$ cat src/rtl/sm_frame_rx.sv
// sm_frame_rx: collects A, B and CRC beats from a valid/ready stream and presents the checked A/B pair.
// Build option: define SM_FRAME_RX_DROP_BAD_EN to drop frames whose CRC does not match instead of presenting them.
module sm_frame_rx #(
  parameter int                DATA_W   = 16,
  parameter logic [DATA_W-1:0] CRC_POLY = 16'h1021,
  parameter logic [DATA_W-1:0] CRC_INIT = 16'hFFFF,
  parameter int                TIMEOUT  = 255
) (
  input  logic              clk,
  input  logic              rstn,
  input  logic [DATA_W-1:0] s_data,
  input  logic              s_valid,
  output logic              s_ready,
  output logic [DATA_W-1:0] m_a,
  output logic [DATA_W-1:0] m_b,
  output logic              m_crc_ok,
  output logic              m_valid,
  input  logic              m_ready,
  output logic              abort,
  output logic [7:0]        crc_err_cnt
);

  localparam int               CNT_W      = (TIMEOUT > 1) ? $clog2(TIMEOUT + 1) : 1;
  localparam logic [CNT_W-1:0] TIMEOUT_V  = CNT_W'(TIMEOUT);
  localparam logic             TIMEOUT_EN = (TIMEOUT != 0);

`ifdef SM_FRAME_RX_DROP_BAD_EN
  localparam logic DROP_BAD = 1'b1;
`else
  localparam logic DROP_BAD = 1'b0;
`endif

  typedef enum logic [1:0] {
    S_IDLE  = 2'd0,
    S_GOT_A = 2'd1,
    S_GOT_B = 2'd2,
    S_OUT   = 2'd3
  } state_t;

  // Full-word CRC update, MSB first, non-reflected.
  function automatic logic [DATA_W-1:0] crc_step(input logic [DATA_W-1:0] crc_in,
                                                 input logic [DATA_W-1:0] data);
    logic [DATA_W-1:0] c;
    logic              fb;
    c = crc_in;
    for (int i = DATA_W - 1; i >= 0; i--) begin
      fb = c[DATA_W-1] ^ data[i];
      c  = {c[DATA_W-2:0], 1'b0} ^ (fb ? CRC_POLY : {DATA_W{1'b0}});
    end
    return c;
  endfunction

  state_t            state_r;
  logic [DATA_W-1:0] a_r;
  logic [DATA_W-1:0] b_r;
  logic [DATA_W-1:0] crc_r;
  logic [CNT_W-1:0]  to_cnt_r;

  logic              accept_s;
  logic              crc_match_s;
  logic              timeout_s;
  logic              present_s;
  logic              go_out_s;
  logic [DATA_W-1:0] crc_base_s;
  logic [DATA_W-1:0] crc_next_s;

  // Beat acceptance, CRC datapath, timeout detection and next-cycle OUT prediction.
  always_comb begin
    accept_s    = s_valid & s_ready;
    crc_match_s = (s_data == crc_r);

    if (state_r == S_IDLE) begin
      crc_base_s = CRC_INIT;
    end else begin
      crc_base_s = crc_r;
    end
    crc_next_s = crc_step(crc_base_s, s_data);

    // An accept on the same edge always beats the timeout.
    if (TIMEOUT_EN && !accept_s && ((state_r == S_GOT_A) || (state_r == S_GOT_B))) begin
      timeout_s = ((to_cnt_r + 1'b1) == TIMEOUT_V);
    end else begin
      timeout_s = 1'b0;
    end

    if (DROP_BAD) begin
      present_s = crc_match_s;
    end else begin
      present_s = 1'b1;
    end

    case (state_r)
      S_GOT_B: go_out_s = accept_s & present_s;
      S_OUT:   go_out_s = ~m_ready;
      default: go_out_s = 1'b0;
    endcase
  end

  // Frame FSM with all outputs registered.
  always_ff @(posedge clk or negedge rstn) begin
    if (!rstn) begin
      state_r     <= S_IDLE;
      a_r         <= '0;
      b_r         <= '0;
      crc_r       <= '0;
      to_cnt_r    <= '0;
      s_ready     <= 1'b0;
      m_a         <= '0;
      m_b         <= '0;
      m_crc_ok    <= 1'b0;
      m_valid     <= 1'b0;
      abort       <= 1'b0;
      crc_err_cnt <= 8'd0;
    end else begin
      abort   <= 1'b0;
      s_ready <= ~go_out_s;
      case (state_r)
        S_IDLE: begin
          if (accept_s) begin
            a_r      <= s_data;
            crc_r    <= crc_next_s;
            to_cnt_r <= '0;
            state_r  <= S_GOT_A;
          end
        end
        S_GOT_A: begin
          if (accept_s) begin
            b_r      <= s_data;
            crc_r    <= crc_next_s;
            to_cnt_r <= '0;
            state_r  <= S_GOT_B;
          end else if (timeout_s) begin
            to_cnt_r <= '0;
            abort    <= 1'b1;
            state_r  <= S_IDLE;
          end else begin
            to_cnt_r <= to_cnt_r + 1'b1;
          end
        end
        S_GOT_B: begin
          if (accept_s) begin
            to_cnt_r <= '0;
            if (!crc_match_s && (crc_err_cnt != 8'hFF)) begin
              crc_err_cnt <= crc_err_cnt + 8'd1;
            end
            if (present_s) begin
              m_a      <= a_r;
              m_b      <= b_r;
              m_crc_ok <= crc_match_s;
              m_valid  <= 1'b1;
              state_r  <= S_OUT;
            end else begin
              state_r  <= S_IDLE;
            end
          end else if (timeout_s) begin
            to_cnt_r <= '0;
            abort    <= 1'b1;
            state_r  <= S_IDLE;
          end else begin
            to_cnt_r <= to_cnt_r + 1'b1;
          end
        end
        S_OUT: begin
          if (m_ready) begin
            m_valid <= 1'b0;
            state_r <= S_IDLE;
          end
        end
        default: begin
          m_valid <= 1'b0;
          state_r <= S_IDLE;
        end
      endcase
    end
  end

endmodule

$ cat config.mk
export PLATFORM = sky130hd
export DESIGN_NAME = sm_frame_rx
export DESIGN_NICKNAME = d
export VERILOG_FILES = /design/src/rtl/sm_frame_rx.sv
export SDC_FILE = /design/constraint.sdc
export NUM_CORES = 1
export LEC_CHECK = 0
export ABC_CLOCK_PERIOD_IN_PS = 5900
export BUFFER_PORTS_ARGS = -buffer_cell sky130_fd_sc_hd__buf_4
export CAP_MARGIN = 20
export CELL_PAD_IN_SITES_DETAIL_PLACEMENT = 0
export CELL_PAD_IN_SITES_GLOBAL_PLACEMENT = 1
export CORE_UTILIZATION = 45
export DETAILED_ROUTE_END_ITERATION = 7
export HOLD_SLACK_MARGIN = 0.03
export PLACE_DENSITY_LB_ADDON = 0.1
export SLEW_MARGIN = 20
export SYNTH_ARGS = -nofsm -noshare
export SYNTH_HDL_FRONTEND = slang
export SYNTH_SLANG_ARGS = --single-unit
$ cat constraint.sdc
create_clock -name clk -period 5.9 [get_ports clk]
set_input_delay 1.18 -clock clk [delete_from_list [all_inputs] [get_ports clk]]
set_output_delay 1.18 -clock clk [all_outputs]
set_load 0.05 [all_outputs]
# == Word level (Yosys, flattened, before mapping) ==
# Index checks and enable logic that the tools add are counted.
# W data, S select, Z words.
# totals
regBits,102
# op_classes
eq_ne,9
n_addsub,2
n_mux,35
bitwise,35
n_reduce_logical,18
# op_table
operator,count
$xor A16 B13 Y16,16
$mux W13,16
$mux W8,3
$add A8 B1 Y8 const B,2
$eq A16 B16 Y1,1
$mux W16,1
$pmux W8 S2,1
$xor A1 B1 Y1,16
$reduce_and A2 Y1,6
$mux W2,5
$eq A8 B8 Y1 const B,1
$ne A8 B8 Y1 const B,1
$pmux W2 S4,1
$mux W1,6
$ne A2 B2 Y1 const B,3
$reduce_and A3 Y1,2
$eq A2 B2 Y1 const B,2
$pmux W1 S2,2
$reduce_bool A2 Y1,2
$reduce_or A2 Y1,2
$eq A2 B1 Y1 const B,1
$logic_and A1 B1 Y1,2
$logic_not A1 Y1,2
$logic_not A2 Y1,1
3 further kinds,4

# == Logic depth before layout (Yosys ltp) ==
# Gate-level depths: netlist (run 1).
# logic_depth
word_depth,50
depth_mapped,9

# == Worst setup path before layout (run 1) ==
# Ideal clock, no wire load.
# synth_path
path_type,input-to-reg
from,input s_data[14]
to,register crc_r[14]
arrival_time_ps,2804
path_slack_ps,2962
path_stages,6
path_cell_list,buf_6 xnor2_1 xnor3_2 xnor3_2 mux2i_1 o211ai_1
# synth_via
elab_chain_len,23
# synth_rtl
element,line,text
start: declaration,11,"input logic [DATA_W-1:0] s_data,"
$xor A1 B1 Y1 (*),47,fb = c[DATA_W-1] ^ data[i];
$mux W13 (*),48,"c = {c[DATA_W-2:0], 1'b0} ^ (fb ? CRC_POLY : {DATA_W{1'b0}});"
$xor A16 B13 Y16 (*) (4 in a row),48,
$xor A1 B1 Y1,47,
$mux W13,48,
$xor A16 B13 Y16 (*) (4 in a row),48,
$xor A1 B1 Y1,47,
$mux W13,48,
$xor A16 B13 Y16 (*) (4 in a row),48,
$xor A1 B1 Y1,47,
$mux W13,48,
$xor A16 B13 Y16 (*) (3 in a row),48,
end signal: assignment,121,crc_r <= crc_next_s;
end signal: assignment,129,crc_r <= crc_next_s;
end: declaration,56,logic [DATA_W-1:0] crc_r;
# Every way passes the cells marked *; elsewhere a longest branch is shown, timed or not.
# A chain may end at the register's enable or synchronous reset.

# == Worst setup path in the final report (run 1) ==
# layout_path
from,register state_r[0]
to,register crc_r[13]
# layout_via
elab_chain_len,26
# layout_rtl
element,line,text
start: declaration,53,state_t state_r;
start signal: assignment,102,state_r <= S_IDLE;
start signal: assignment,123,state_r <= S_GOT_A;
start signal: assignment,131,state_r <= S_GOT_B;
$logic_not A2 Y1,"72, 117",
$mux W16,72,if (state_r == S_IDLE) begin
$xor A16 B13 Y16 (2 in a row),48,
$xor A1 B1 Y1,47,
$mux W13,48,
$xor A16 B13 Y16 (4 in a row),48,
$xor A1 B1 Y1,47,
$mux W13,48,
$xor A16 B13 Y16 (4 in a row),48,
$xor A1 B1 Y1,47,
$mux W13,48,
$xor A16 B13 Y16 (4 in a row),48,
$xor A1 B1 Y1,47,
$mux W13,48,
$xor A16 B13 Y16 (2 in a row),48,
# Parallel ways exist; a longest one is shown, timed or not.

==> results.md, run 1 <==
| Step | Result | This run |
| --- | --- | --- |
| detailed routing | Number of optimization iterations in the first detailed-route pass | 4 |
| clock tree | Clk pin slew, worst setup/hold paths | 0.07 ns |
| sta | Shortest period the worst path allows | 2.882 ns |
| min path | Hold Path Class | reg -> reg |
| clock tree | H-tree levels | 3 |
| synth | Number of synthesized flops with an enable pin | 0 |
| synth | Synth async-reset ratio | 1.000 |
| cells and area | Layout net count | 494 |
| cells and area | Most frequent cells in the layout | sky130_fd_sc_hd__dfrtp_1 (102), sky130_fd_sc_hd__mux2_2 (67), sky130_fd_sc_hd__buf_4 (66) |
| sta | Highest Clock Rate | 347.0 MHz |
| critical path | CP Data Required Time | 6.08 ns |
| synth | Post-synthesis share of cell area spent on xor and xnor gates | 0.1802 |
| synth | Most used flip-flop cell after synthesis | sky130_fd_sc_hd__dfrtp_1 |
| synth | Proportion of synthesized chip area in sequential cells | 0.4980 |
| critical path | Slowest-stage cell, CP | sky130_fd_sc_hd__ha_1 |
| synth | Avg Synthesized Cell Area | 12.47 um2 |
| sta | Final-report setup violation count | 0 |
| die | Floorplan core area | 0.01098 mm2 |
| detailed routing | Via-per-instance ratio | 5.239 |
| critical path | Peak fanout along the critical path | 23 |
| synth | Largest family of logic cells by synthesized area | XOR/XNOR gates |
| critical path | Critical path cell sequence | inv_1 -> ha_1 -> nor2_1 -> xnor3_1 -> xnor3_1 -> mux2i_1 -> o211ai_1 |
| sta | Number of hold violations in the final report | 0 |
| synth | Mapped cell area | 0.005125 mm2 |
| sta | RSZ-0062 raised after global routing | no |
| clock tree | Insertion delay to the later sink of the worst-skew pair | 0.35 ns |
| placement | Number of buffers added on ports | 63 |
| sta | Final worst-path cycle share | 0.4885 |
| critical path | Data arrival time of the critical path | 3.07 ns |
| sta | Actual slew at the worst max-slew pin | 1.083 ns |
| detailed routing | DR vias | 3206 |
| synth | Yosys Warn Count | 0 |
| outcome | Outcome | finished, final reports clean |
| detailed routing | Number of antenna-violating nets in the routed design | 0 |
| job | # Max-Cap Violations | 0 |
| detailed routing | Met3 WL | 330 um |
| synth | Post-synthesis compound-gate area fraction | 0.05591 |
| sta | Summed negative setup slack over all endpoints | 0 ns |
| grt | Number of global-route vias before repair | 3301 |
| grt | Antenna violations before repair | 0 |
| die | Row count | 38 |
| clock tree | TritonCTS Sinks | 102 |
| clock tree | Setup fix buffers added after clock tree synthesis | 0 |
| placement | Gpl congestion | 0.8192 |
| cells and area | Antenna Cells | 0 |
| detailed routing | Post-detailed-route DRC marker count | 0 |
| grt | Total Routing Usage GR | 0.2061 |
| detailed routing | Final routed wire length divided by cell count | 17.76 um |
| synth | Syn Inst Count | 411 |
| synth | Synthesized netlist net count | 438 |
| critical path | Crit. End Element | flop |
| placement | HPWL reported at the end of detailed placement | 7787 um |
| critical path | Element type at the critical path start | flop |
| critical path | Cell occurring most often along the worst timing path | sky130_fd_sc_hd__xnor3_1 |
| sta | Number of pins with negative max-slew slack in the final report | 0 |
| die | Die area | 0.01182 mm2 |
| grt | Pin count of the biggest net entering global routing | 53 |
| sta | Worst Clk Skew | 0.006743 ns |
| critical path | Stage delay of the slowest cell on the critical path | 0.73 ns |
| clock tree | CTS max path bufs | 2 |
| cells and area | Layout cells sized above 1 | 0.3305 |
| detailed routing | Final Routed Wirelength | 10870 um |
| sta | Max-Slew Margin vs Limit | 0.2760 |
| clock tree | Library cell used as clock root buffer | sky130_fd_sc_hd__clkbuf_16 |
| detailed routing | Met1 Routed Length | 4939 um |
| clock tree | Number of gates resized after CTS | 0 |
| synth | Mux cell area share after synthesis | 0.1550 |
| die | Die Height | 108.7 um |
| synth | Adder-cell share of the synthesized area | 0.01709 |
| clock tree | CTS hold repair buffers | 0 |
| min path | Hold-critical path depth | 1 |
| critical path | Cell depth of the worst flop-to-flop path | 7 |
| synth | Count of distinct cell types in the synthesized netlist | 41 |
| critical path | Classification of the worst setup path | reg -> reg |
| clock tree | TritonCTS Buffers | 9 |
| detailed routing | Top Metal Used | met4 |
| die | I/O pin cnt | 64 |
| grt | Total global routing overflow | 0 |
| detailed routing | Wire length on met2 | 5309 um |
| detailed routing | Drt first-iter violations | 93 |
| grt | Global-route wire length before repair | 17780 um |
| synth | Simple-gate share of the synthesized area | 0.07202 |
| cells and area | Syn-to-layout area delta | 17.65% |
| synth | #FFs+latches synth | 102 |
| die | X dimension of the die | 108.7 um |
| cells and area | Leading cell type in the layout, fill and taps excluded | sky130_fd_sc_hd__dfrtp_1 |
| die | Initial Utilization | 0.4666 |
| clock tree | Clock tree from TritonCTS | yes |
[cells in the mapped netlist (3+ instances only)]
cell type | number | area [um2]
sky130_fd_sc_hd__dfrtp_1 | 102 | 2552
sky130_fd_sc_hd__mux2_2 | 67 | 754.5
sky130_fd_sc_hd__xnor2_1 | 56 | 490.5
sky130_fd_sc_hd__nand2_1 | 30 | 112.6
sky130_fd_sc_hd__o21ai_0 | 24 | 120.1
sky130_fd_sc_hd__nor2_1 | 21 | 78.83
sky130_fd_sc_hd__clkbuf_1 | 10 | 37.54
sky130_fd_sc_hd__xor2_1 | 10 | 87.58
sky130_fd_sc_hd__buf_2 | 8 | 40.04
sky130_fd_sc_hd__xnor3_1 | 8 | 180.2
sky130_fd_sc_hd__ha_1 | 7 | 87.58
sky130_fd_sc_hd__nand4_1 | 7 | 43.79
sky130_fd_sc_hd__a21oi_1 | 6 | 30.03
sky130_fd_sc_hd__nand3_1 | 5 | 25.02
sky130_fd_sc_hd__a21o_1 | 4 | 30.03
sky130_fd_sc_hd__and3_1 | 4 | 25.02
sky130_fd_sc_hd__mux2i_1 | 4 | 40.04
sky130_fd_sc_hd__o211ai_1 | 4 | 30.03
sky130_fd_sc_hd__inv_1 | 3 | 11.26
sky130_fd_sc_hd__nor2b_1 | 3 | 18.77
[worst max-delay path, delay by kind of cell (launching register included)]
kind	cells	cell delay, ns
xor+xnor	2	0.97
flops	1	0.41
simple gates	1	0.20
mux	1	0.20
compound gates	1	0.11
fa+ha+maj	1	0.73
buf+inv	1	0.09
[cell type report]
cell class	count	area, um2
tap	140	175.2
clock inverter	5	81.33
fill	955	4954
timing repair buffer	66	495.5
clock buffer	11	252.7
inverter	3	11.26
sequential	102	2552
multi-input combinational	285	2461
[state kept, by name, indices dropped and copies added (netlist names)]
| name | cells |
|---|---|
| m_valid | 1 |
| to_cnt_r | 8 |
| crc_r | 16 |
| state_r | 2 |
| b_r | 16 |
| m_crc_ok | 1 |
| crc_err_cnt | 8 |
| m_a | 16 |
| m_b | 16 |
| s_ready | 1 |
| abort | 1 |
| a_r | 16 |
[stage by stage]
| stage | instance area (um2) | hold slack, ns | std cells | setup WS, ns | utilization |
|---|---|---|---|---|---|
| final | 6030 | 0.4955 | 612 | 3.018 | 0.5490 |
| after global routing | 6030 | 0.5174 | 612 | 2.784 | 0.5490 |
| after CTS | 6030 | 0.4954 | 612 | 2.997 | 0.5490 |
| after detailed placement | 5695 | 0.4823 | 596 | 2.772 | 0.5186 |
| after global placement | 5695 | 0.4794 | 596 | 2.774 | 0.5186 |
| after floorplan | 5125 | 0.4750 | 411 | 2.962 | - |
[metal layers]
layer | track usage | vias up
met1 | 0.2603 | 1595
met3 | 0.03288 | 18
met2 | 0.3440 | 59
met4 | 0.1014 | 0
li1 | - | 1534
met5 | 0 | -
[logic make-up (layout without fill, tap and decap cells)]
logic type / count (synthesis) / in the layout
XOR/XNOR: 81 / 81
buffers and inverters: 24 / 85
AO/OA/AOI/OAI: 47 / 47
AND/OR/NAND/NOR: 79 / 79
adder cells (fa/ha/maj): 7 / 7
flip-flops: 102 / 102
multiplexers: 71 / 71
[worst paths after layout]
path / end / from / slack, ns
min: crc_err_cnt[5]$_DFFE_PN0P_ / crc_err_cnt[5]$_DFFE_PN0P_ / 0.50
min reg2reg: crc_err_cnt[5]$_DFFE_PN0P_ / crc_err_cnt[5]$_DFFE_PN0P_ / 0.50
max: crc_r[13]$_DFFE_PN0P_ / state_r[0]$_DFFE_PN0P_ / 3.02
min in group asynchronous: b_r[3]$_DFFE_PN0P_ / rstn / 0.87
max in group asynchronous: to_cnt_r[3]$_DFFE_PN0P_ / rstn / 3.91
max reg2reg: crc_r[13]$_DFFE_PN0P_ / state_r[0]$_DFFE_PN0P_ / 3.02
Power of run 1 is left out: the tool's default activity adds up to more than one toggle a clock period on the data nets, which glitch-free logic cannot reach.
==> run 2: changes to the inputs <==
--- a/config.mk
+++ b/config.mk
@@ -5,12 +5,13 @@
 export SDC_FILE = /design/constraint.sdc
 export NUM_CORES = 1
 export LEC_CHECK = 0
-export ABC_CLOCK_PERIOD_IN_PS = 5900
+export ABC_AREA = 1
+export ABC_CLOCK_PERIOD_IN_PS = 2800
 export BUFFER_PORTS_ARGS = -buffer_cell sky130_fd_sc_hd__buf_4
 export CAP_MARGIN = 20
 export CELL_PAD_IN_SITES_DETAIL_PLACEMENT = 0
 export CELL_PAD_IN_SITES_GLOBAL_PLACEMENT = 1
-export CORE_UTILIZATION = 45
+export CORE_UTILIZATION = 44
 export DETAILED_ROUTE_END_ITERATION = 7
 export HOLD_SLACK_MARGIN = 0.03
 export PLACE_DENSITY_LB_ADDON = 0.1
==> constraint.sdc (replaced) <==
create_clock -name clk -period 2.8 [get_ports clk]
set_input_delay 0.56 -clock clk [delete_from_list [all_inputs] [get_ports clk]]
set_output_delay 0.56 -clock clk [all_outputs]
set_load 0.05 [all_outputs]
==> run 2 against run 1 <==
Worst setup slack got worse by 2.7 ns. Register-to-register slack got worse by 2.7 ns. Non-clock buffer count rose by 3. Sequential cell count did not move. Critical endpoint unchanged. Via count rose by 31%. Die area rose by 4.1%. Global-route usage rose by 0.75 points. Area after synthesis rose by 1.9%. Clock-buffer cell count did not move. Core utilization fell by 1.3 points. Sequential share of layout area fell by 0.77 points.
==> results.md, run 2 <==
| Step | Result | This run | Delta |
| --- | --- | --- | --- |
| outcome | Outcome | finished, final reports clean | unchanged |
| synth | Count of distinct cell types in the synthesized netlist | 35 | was 41 |
| critical path | Stage delay of the slowest cell on the critical path | 0.42 ns | was 0.73 ns |
| clock tree | TritonCTS Buffers | 9 | unchanged |
| cells and area | Layout cells sized above 1 | 0.1854 | was 0.3305 |
| synth | Synth async-reset ratio | 1.000 | unchanged |
| clock tree | H-tree levels | 3 | unchanged |
| placement | Gpl congestion | 0.8580 | was 0.8192 |
| clock tree | Insertion delay to the later sink of the worst-skew pair | 0.36 ns | was 0.35 ns |
| critical path | Data arrival time of the critical path | 2.69 ns | was 3.07 ns |
| detailed routing | Via-per-instance ratio | 4.959 | was 5.239 |
| sta | Number of pins with negative max-slew slack in the final report | 0 | unchanged |
| clock tree | TritonCTS Sinks | 102 | unchanged |
| sta | Highest Clock Rate | 408.3 MHz | was 347.0 MHz |
| sta | Hold WS | 0.1979 ns | was 0.4955 ns |
| synth | Yosys Warn Count | 0 | unchanged |
| placement | Number of buffers added on ports | 63 | unchanged |
| clock tree | Library cell used as clock root buffer | sky130_fd_sc_hd__clkbuf_16 | unchanged |
| clock tree | Setup fix buffers added after clock tree synthesis | 0 | unchanged |
| synth | Number of synthesized flops with an enable pin | 0 | unchanged |
| grt | Total Routing Usage GR | 0.2136 | was 0.2061 |
| pwr | Leakage dissipation | 0.003158 uW |  |
| cells and area | Number of fill cells in the layout | 1117 | was 955 |
| sta | Worst Clk Skew | 0.009558 ns | was 0.006743 ns |
| clock tree | CTS max path bufs | 2 | unchanged |
| pwr | Worst VDD drop | 1.010 mV |  |
| sta | Final worst-path cycle share | 0.8748 | was 0.4885 |
| die | Floorplan core area | 0.01147 mm2 | was 0.01098 mm2 |
| die | Die area | 0.01231 mm2 | was 0.01182 mm2 |
| sta | Actual slew at the worst max-slew pin | 0.6508 ns | was 1.083 ns |
| synth | Leading cell types by count after synthesis | sky130_fd_sc_hd__nand2_1 (211), sky130_fd_sc_hd__dfrtp_1 (102), sky130_fd_sc_hd__inv_1 (57), sky130_fd_sc_hd__o21ai_0 (55), sky130_fd_sc_hd__nand3_1 (36) | was sky130_fd_sc_hd__dfrtp_1 (102), sky130_fd_sc_hd__mux2_2 (67), sky130_fd_sc_hd__xnor2_1 (56), sky130_fd_sc_hd__nand2_1 (30), sky130_fd_sc_hd__o21ai_0 (24) |
| cells and area | Leading cell type in the layout, fill and taps excluded | sky130_fd_sc_hd__nand2_1 | was sky130_fd_sc_hd__dfrtp_1 |
| placement | HPWL reported at the end of detailed placement | 9127 um | was 7787 um |
| cells and area | Layout net count | 723 | was 494 |
| synth | Most used flip-flop cell after synthesis | sky130_fd_sc_hd__dfrtp_1 | unchanged |
| grt | Total global routing overflow | 0 | unchanged |
| synth | Synthesized netlist net count | 660 | was 438 |
| detailed routing | Number of optimization iterations in the first detailed-route pass | 4 | unchanged |
| critical path | Critical path cell sequence | inv_1 -> ha_1 -> buf_4 -> nor2_1 -> nand2_1 -> nand2_2 -> xnor2_1 -> nand2_1 -> nand2_2 -> inv_2 -> nand2_1 -> nand2_2 -> inv_2 -> nand2_2 -> nand3b_1 -> nand2_1 -> nand2_1 -> nand2_1 | was inv_1 -> ha_1 -> nor2_1 -> xnor3_1 -> xnor3_1 -> mux2i_1 -> o211ai_1 |
| sta | Number of hold violations in the final report | 0 | unchanged |
| detailed routing | Post-detailed-route DRC marker count | 0 | unchanged |
| synth | Main area contributors after synthesis | sky130_fd_sc_hd__dfrtp_1 (49%), sky130_fd_sc_hd__nand2_1 (15%), sky130_fd_sc_hd__o21ai_0 (5.3%), sky130_fd_sc_hd__xor2_1 (4.4%), sky130_fd_sc_hd__inv_1 (4.1%) | was sky130_fd_sc_hd__dfrtp_1 (50%), sky130_fd_sc_hd__mux2_2 (15%), sky130_fd_sc_hd__xnor2_1 (9.6%), sky130_fd_sc_hd__xnor3_1 (3.5%), sky130_fd_sc_hd__o21ai_0 (2.3%) |
| critical path | Startpoint of the worst-slack reg-to-reg timing path | state_r[0]$_DFFE_PN0P_ | unchanged |
| cells and area | Most frequent cells in the layout | sky130_fd_sc_hd__nand2_1 (211), sky130_fd_sc_hd__dfrtp_1 (102), sky130_fd_sc_hd__buf_4 (68) | was sky130_fd_sc_hd__dfrtp_1 (102), sky130_fd_sc_hd__mux2_2 (67), sky130_fd_sc_hd__buf_4 (66) |
| grt | Antenna violations before repair | 0 | unchanged |
| critical path | Element type at the critical path start | flop | unchanged |
| die | X dimension of the die | 110.9 um | was 108.7 um |
| synth | Area share of the leading cell type in the synthesized netlist | 0.4889 | was 0.4980 |
| min path | Hold Path Class | in -> async | was reg -> reg |
| synth | Dominant cell type by area after synthesis | sky130_fd_sc_hd__dfrtp_1 | unchanged |
| sta | Summed negative setup slack over all endpoints | 0 ns | unchanged |
| sta | Final-report setup violation count | 0 | unchanged |
| cells and area | Sequential cell area | 0.002552 mm2 | unchanged |
| cells and area | Final design area excluding fillers | 0.006141 mm2 | was 0.006030 mm2 |
| synth | Syn Inst Count | 633 | was 411 |
| synth | Mapped cell area | 0.005221 mm2 | was 0.005125 mm2 |
| die | Die Height | 110.9 um | was 108.7 um |
| critical path | Peak fanout along the critical path | 19 | was 23 |
| detailed routing | DR vias | 4185 | was 3206 |
| cells and area | Multi-input gate area in the final layout | 0.002340 mm2 | was 0.002461 mm2 |
| sta | RSZ-0062 raised after global routing | no | unchanged |
| cells and area | Syn-to-layout area delta | 17.61% | was 17.65% |
| sta | Max-Slew Margin vs Limit | 0.5646 | was 0.2760 |
| grt | Global-route wire length before repair | 20630 um | was 17780 um |
| die | Row count | 39 | was 38 |
| critical path | Launching instance or port of the critical path | state_r[0]$_DFFE_PN0P_ | unchanged |
| grt | Number of global-route vias before repair | 4026 | was 3301 |
| critical path | Cell occurring most often along the worst timing path | sky130_fd_sc_hd__nand2_1 | was sky130_fd_sc_hd__xnor3_1 |
| clock tree | Clock tree from TritonCTS | yes | unchanged |
| job | # Max-Cap Violations | 0 | unchanged |
| sta | Shortest period the worst path allows | 2.449 ns | was 2.882 ns |
| detailed routing | Final Routed Wirelength | 12390 um | was 10870 um |
| synth | #FFs+latches synth | 102 | unchanged |
| synth | Cell with the most instances after synthesis | sky130_fd_sc_hd__nand2_1 | was sky130_fd_sc_hd__dfrtp_1 |
| synth | Proportion of synthesized chip area in sequential cells | 0.4889 | was 0.4980 |
| critical path | Slowest-stage cell, CP | sky130_fd_sc_hd__dfrtp_1 | was sky130_fd_sc_hd__ha_1 |
| grt | Pin count of the biggest net entering global routing | 61 | was 53 |
| detailed routing | Final routed wire length divided by cell count | 14.68 um | was 17.76 um |
| critical path | Crit. End Element | flop | unchanged |
| critical path | Classification of the worst setup path | reg -> reg | unchanged |
| detailed routing | Number of antenna-violating nets in the routed design | 0 | unchanged |
| clock tree | Number of gates resized after CTS | 0 | unchanged |
| clock tree | Clk pin slew, worst setup/hold paths | 0.07 ns | about the same |
| die | I/O pin cnt | 64 | unchanged |
| pwr | Power per cell area | 1378 mW/mm2 |  |
| critical path | CP Data Required Time | 3.04 ns | was 6.08 ns |
| cells and area | Antenna Cells | 0 | unchanged |
| clock tree | CTS hold repair buffers | 0 | unchanged |
| die | Initial Utilization | 0.4553 | was 0.4666 |
| placement | Area after DPL | 0.005849 mm2 | was 0.005695 mm2 |
| detailed routing | Drt first-iter violations | 246 | was 93 |
| synth | Avg Synthesized Cell Area | 8.248 um2 | was 12.47 um2 |
-- run 2: changes by cell type in the layout (fill, tap and decap cells not counted), sizes merged, moves of 11 or more --
cell and change:
xor2 +18, xnor2 -43, inv +65, nand3 +34
nor2 +12, xnor3 -11, mux2 -66, o21ai +40
nand2 +201
-- run 2: metrics by stage --
stage / setup WS [ns] / util / power [uW] / instances
5_1_grt: 0.09683 / 0.5355 / 9128 / 844
6_report: 0.3506 / 0.5355 / 8462 / 844
3_3_place_gp: 0.4076 / 0.5101 / 7166 / 828
3_5_place_dp: 0.3444 / 0.5101 / 7251 / 828
4_1_cts: 0.3359 / 0.5355 / 8528 / 844
2_1_floorplan: 0.7964 / - / 6046 / 633
-- run 2: layout make-up --
type	instances	area share
flip-flops and latches	102	0.4156
multi-input cells	448	0.3810
repair buffers	69	0.08639
clock buffers	11	0.04116
inverters	66	0.04034
well taps	143	0.02914
clock inverters	5	0.006316
-- run 2: layer usage --
layer	vias up	GRT usage	part of all wire
met5	-	0	0
met3	14	0.04811	0.040
met2	79	0.3251	0.45
met4	0	0.06578	0.017
met1	1971	0.3034	0.49
li1	2121	-	-
-- run 2: cell families (layout without fill, tap and decap cells) --
family          after synthesis  after routing  share of synthesized area
buf+inv                      83            151                    0.06303
xor+xnor                     42             42                    0.07477
fa+ha+maj                     7              7                    0.01677
mux                           1              1                   0.002157
compound gates               77             77                    0.07980
flops                       102            102                     0.4889
simple gates                321            321                     0.2746
-- run 2: power breakdown --
| group | total (uW) | leakage [uW] | switching [uW] | internal, uW |
|---|---|---|---|---|
| Sequential | 2560 | 0.00128 | 457 | 2100 |
| Clock | 1250 | 0.000148 | 585 | 660 |
| Combinational | 4660 | 0.00173 | 3130 | 1530 |
| Total | 8460 | 0.00316 | 4170 | 4290 |
-- run 2: final timing paths --
check,to,slack (ns),cells past startpoint
max,crc_r[13]$_DFFE_PN0P_,0.35,18
min,crc_err_cnt[3]$_DFFE_PN0P_,0.20,1
min in group clk,m_valid$_DFFE_PN0P_,0.42,2
max in group asynchronous,m_b[14]$_DFFE_PN0P_,1.88,2
min reg2reg,m_b[14]$_DFFE_PN0P_,0.47,2
max reg2reg,crc_r[13]$_DFFE_PN0P_,0.35,18
-- run 2: worst max-delay path: cells and delay by family (launching register included) --
kind | cells | cell delay [ns]
xor+xnor | 1 | 0.16
fa+ha+maj | 1 | 0.18
simple gates | 12 | 1.02
buf+inv | 4 | 0.57
flops | 1 | 0.42
No activity file was read; power rests on OpenSTA's default activity.
==> run 3: changes to the inputs <==
--- a/config.mk
+++ b/config.mk
@@ -11,10 +11,12 @@
 export CAP_MARGIN = 20
 export CELL_PAD_IN_SITES_DETAIL_PLACEMENT = 0
 export CELL_PAD_IN_SITES_GLOBAL_PLACEMENT = 1
+export CORE_ASPECT_RATIO = 0.7
 export CORE_UTILIZATION = 44
 export DETAILED_ROUTE_END_ITERATION = 7
 export HOLD_SLACK_MARGIN = 0.03
 export PLACE_DENSITY_LB_ADDON = 0.1
+export RECOVER_POWER = 100
 export SLEW_MARGIN = 20
 export SYNTH_ARGS = -nofsm -noshare
 export SYNTH_HDL_FRONTEND = slang
==> run 3 against run 2 <==
The flow now finishes with violations (max-capacitance violations, max-slew violations). Die area is essentially flat. Fmax shrank 5.8%. Worst setup slack lost 0.15 ns. Critical endpoint unchanged. Largest cell class unchanged.
==> results.md, run 3 (same netlist as run 2, synthesis figures left out) <==
| Step | Result | This run | Delta |
| --- | --- | --- | --- |
| outcome | Outcome | finished, violations left | was finished, final reports clean |
| outcome | Failing checks | max-capacitance violations, max-slew violations |  |
| cells and area | Antenna Cells | 0 | unchanged |
| placement | Gpl congestion | 0.8721 | was 0.8580 |
| clock tree | Clk pin slew, worst setup/hold paths | 0.07 ns | about the same |
| detailed routing | Final Routed Wirelength | 12360 um | was 12390 um |
| die | Initial Utilization | 0.4624 | was 0.4553 |
| pwr | Leakage dissipation | 0.002977 uW | was 0.003158 uW |
| placement | DP Cell Count | 839 | was 828 |
| grt | Number of global-route vias before repair | 3995 | was 4026 |
| sta | Highest Clock Rate | 384.8 MHz | was 408.3 MHz |
| cells and area | Layout cells sized above 1 | 0.1166 | was 0.1854 |
| cells and area | Leading cell type in the layout, fill and taps excluded | sky130_fd_sc_hd__nand2_1 | unchanged |
| grt | Global-route wire length before repair | 20510 um | was 20630 um |
| sta | RSZ-0062 raised after global routing | no | unchanged |
| die | Row count | 32 | was 39 |
| die | X dimension of the die | 132.2 um | was 110.9 um |
| placement | HPWL reported at the end of detailed placement | 9116 um | was 9127 um |
| cells and area | Final design area excluding fillers | 0.005987 mm2 | was 0.006141 mm2 |
| clock tree | TritonCTS Buffers | 9 | unchanged |
| cells and area | Layout net count | 725 | was 723 |
| sta | Max-Slew Margin vs Limit | -0.1530 | was 0.5646 |
| grt | Total global routing overflow | 0 | unchanged |
| die | Die area | 0.01231 mm2 | about the same |
| clock tree | TritonCTS Sinks | 102 | unchanged |
| pwr | Power per cell area | 1380 mW/mm2 | was 1378 mW/mm2 |
| clock tree | CTS max path bufs | 2 | unchanged |
| cells and area | Number of fill cells in the layout | 1166 | was 1117 |
| pwr | Post-layout power | 8262 uW | was 8462 uW |
| sta | Summed negative setup slack over all endpoints | 0 ns | unchanged |
| grt | Antenna violations before repair | 0 | unchanged |
| cells and area | Most frequent cells in the layout | sky130_fd_sc_hd__nand2_1 (212), sky130_fd_sc_hd__dfrtp_1 (102), sky130_fd_sc_hd__inv_1 (58) | was sky130_fd_sc_hd__nand2_1 (211), sky130_fd_sc_hd__dfrtp_1 (102), sky130_fd_sc_hd__buf_4 (68) |
| clock tree | H-tree levels | 3 | unchanged |
| sta | Number of pins with negative max-slew slack in the final report | 31 | was 0 |
| critical path | Classification of the worst setup path | reg -> reg | unchanged |
| die | Floorplan core area | 0.01129 mm2 | was 0.01147 mm2 |
| clock tree | Clock tree from TritonCTS | yes | unchanged |
| sta | Number of hold violations in the final report | 0 | unchanged |
| die | I/O pin cnt | 64 | unchanged |
| sta | Actual slew at the worst max-slew pin | 1.729 ns | was 0.6508 ns |
| critical path | Crit. End Element | flop | unchanged |
| critical path | Data arrival time of the critical path | 2.84 ns | was 2.69 ns |
| detailed routing | Drt first-iter violations | 236 | was 246 |
| sta | Shortest period the worst path allows | 2.599 ns | was 2.449 ns |
| sta | Final-report setup violation count | 0 | unchanged |
| detailed routing | Final routed wire length divided by cell count | 14.44 um | was 14.68 um |
| sta | Hold WS | 0.4114 ns | was 0.1979 ns |
| sta | Worst Clk Skew | 0.006893 ns | was 0.009558 ns |
| detailed routing | Number of optimization iterations in the first detailed-route pass | 5 | was 4 |
| cells and area | Final Non-Filler Cells | 856 | was 844 |
| placement | Area after DPL | 0.005869 mm2 | was 0.005849 mm2 |
| detailed routing | Number of antenna-violating nets in the routed design | 0 | unchanged |
| sta | Final worst-path cycle share | 0.9282 | was 0.8748 |
| clock tree | Insertion delay to the later sink of the worst-skew pair | 0.35 ns | was 0.36 ns |
| grt | Total Routing Usage GR | 0.2168 | was 0.2136 |
| grt | Pin count of the biggest net entering global routing | 55 | was 61 |
| min path | Hold Path Class | in -> reg | was in -> async |
| critical path | CP Data Required Time | 3.04 ns | about the same |
| critical path | Element type at the critical path start | flop | unchanged |
| placement | Number of buffers added on ports | 63 | unchanged |
| critical path | Peak fanout along the critical path | 19 | unchanged |
| detailed routing | Post-detailed-route DRC marker count | 0 | unchanged |
| die | Die Height | 93.14 um | was 110.9 um |
| clock tree | Library cell used as clock root buffer | sky130_fd_sc_hd__clkbuf_16 | unchanged |
| job | # Max-Cap Violations | 1 | was 0 |
| cells and area | Syn-to-layout area delta | 14.67% | was 17.61% |
| detailed routing | DR vias | 4200 | was 4185 |
| pwr | Worst VDD drop | 0.8410 mV | was 1.010 mV |
| detailed routing | Via-per-instance ratio | 4.907 | was 4.959 |
[run 3: critical path, cell delays in order, from the launching register on]
cell and delay (ns):
sky130_fd_sc_hd__dfrtp_1 0.42, sky130_fd_sc_hd__inv_1 0.11, sky130_fd_sc_hd__ha_1 0.21, sky130_fd_sc_hd__buf_8 0.23
sky130_fd_sc_hd__nor2_1 0.07, sky130_fd_sc_hd__nand2_1 0.10, sky130_fd_sc_hd__nand2_4 0.10, sky130_fd_sc_hd__xor2_1 0.20
sky130_fd_sc_hd__nand2_1 0.09, sky130_fd_sc_hd__nand2_2 0.14, sky130_fd_sc_hd__inv_2 0.06, sky130_fd_sc_hd__nand2_1 0.09
sky130_fd_sc_hd__nand2_2 0.13, sky130_fd_sc_hd__inv_2 0.15, sky130_fd_sc_hd__nand2_2 0.08, sky130_fd_sc_hd__nand3b_1 0.08
sky130_fd_sc_hd__nand2_1 0.08, sky130_fd_sc_hd__nand2_1 0.07, sky130_fd_sc_hd__nand2_1 0.06
[run 3: layout make-up]
cell class,count,area (um2),area share
clock buffer,10,239.0,0.03992
clock inverter,6,62.56,0.01045
timing repair buffer,71,355.3,0.05935
sequential,102,2552,0.4263
multi-input combinational,448,2338,0.3906
tap,153,191.4,0.03197
inverter,66,247.7,0.04138
[run 3: final timing paths]
check,end,slack [ns],from,depth (start not counted)
max,crc_r[13]$_DFFE_PN0P_,0.20,state_r[1]$_DFFE_PN0P_,18
min,m_valid$_DFFE_PN0P_,0.41,m_ready,2
max in group asynchronous,b_r[8]$_DFFE_PN0P_,0.53,rstn,2
max reg2reg,crc_r[13]$_DFFE_PN0P_,0.20,state_r[1]$_DFFE_PN0P_,18
min in group asynchronous,to_cnt_r[3]$_DFFE_PN0P_,0.66,rstn,1
min reg2reg,m_a[12]$_DFFE_PN0P_,0.47,a_r[12]$_DFFE_PN0P_,2
[run 3: report_power, final]
part / internal (uW) / leakage (uW) / switching, uW / total, uW
registers: 2100 / 0.00128 / 426 / 2530
logic: 1300 / 0.00155 / 3180 / 4480
clock network: 653 / 0.000149 / 596 / 1250
total: 4060 / 0.00298 / 4210 / 8260
[run 3: through the flow]
stage                 util  setup slack (ns)
global placement    0.5198            0.2703
CTS                 0.5465            0.1335
floorplan                -            0.7964
finish              0.5303            0.2010
detailed placement  0.5198            0.1564
global route        0.5303           0.01839
[run 3: routing by layer]
metal | global-route usage | part of all wire
met5 | 0 | 0
met2 | 0.3205 | 0.41
met4 | 0.05460 | 0.012
met3 | 0.04824 | 0.043
met1 | 0.3205 | 0.53
[run 3: timing repair]
| item | 4_1_cts | 5_1_grt |
|---|---|---|
| resized for setup | 0 | 4 |
| buffers inserted | 0 | 1 |
| setup endpoints to repair | 0 | 1 |
| hold buffers | 0 | 0 |
| hold endpoints to repair | 0 | 0 |
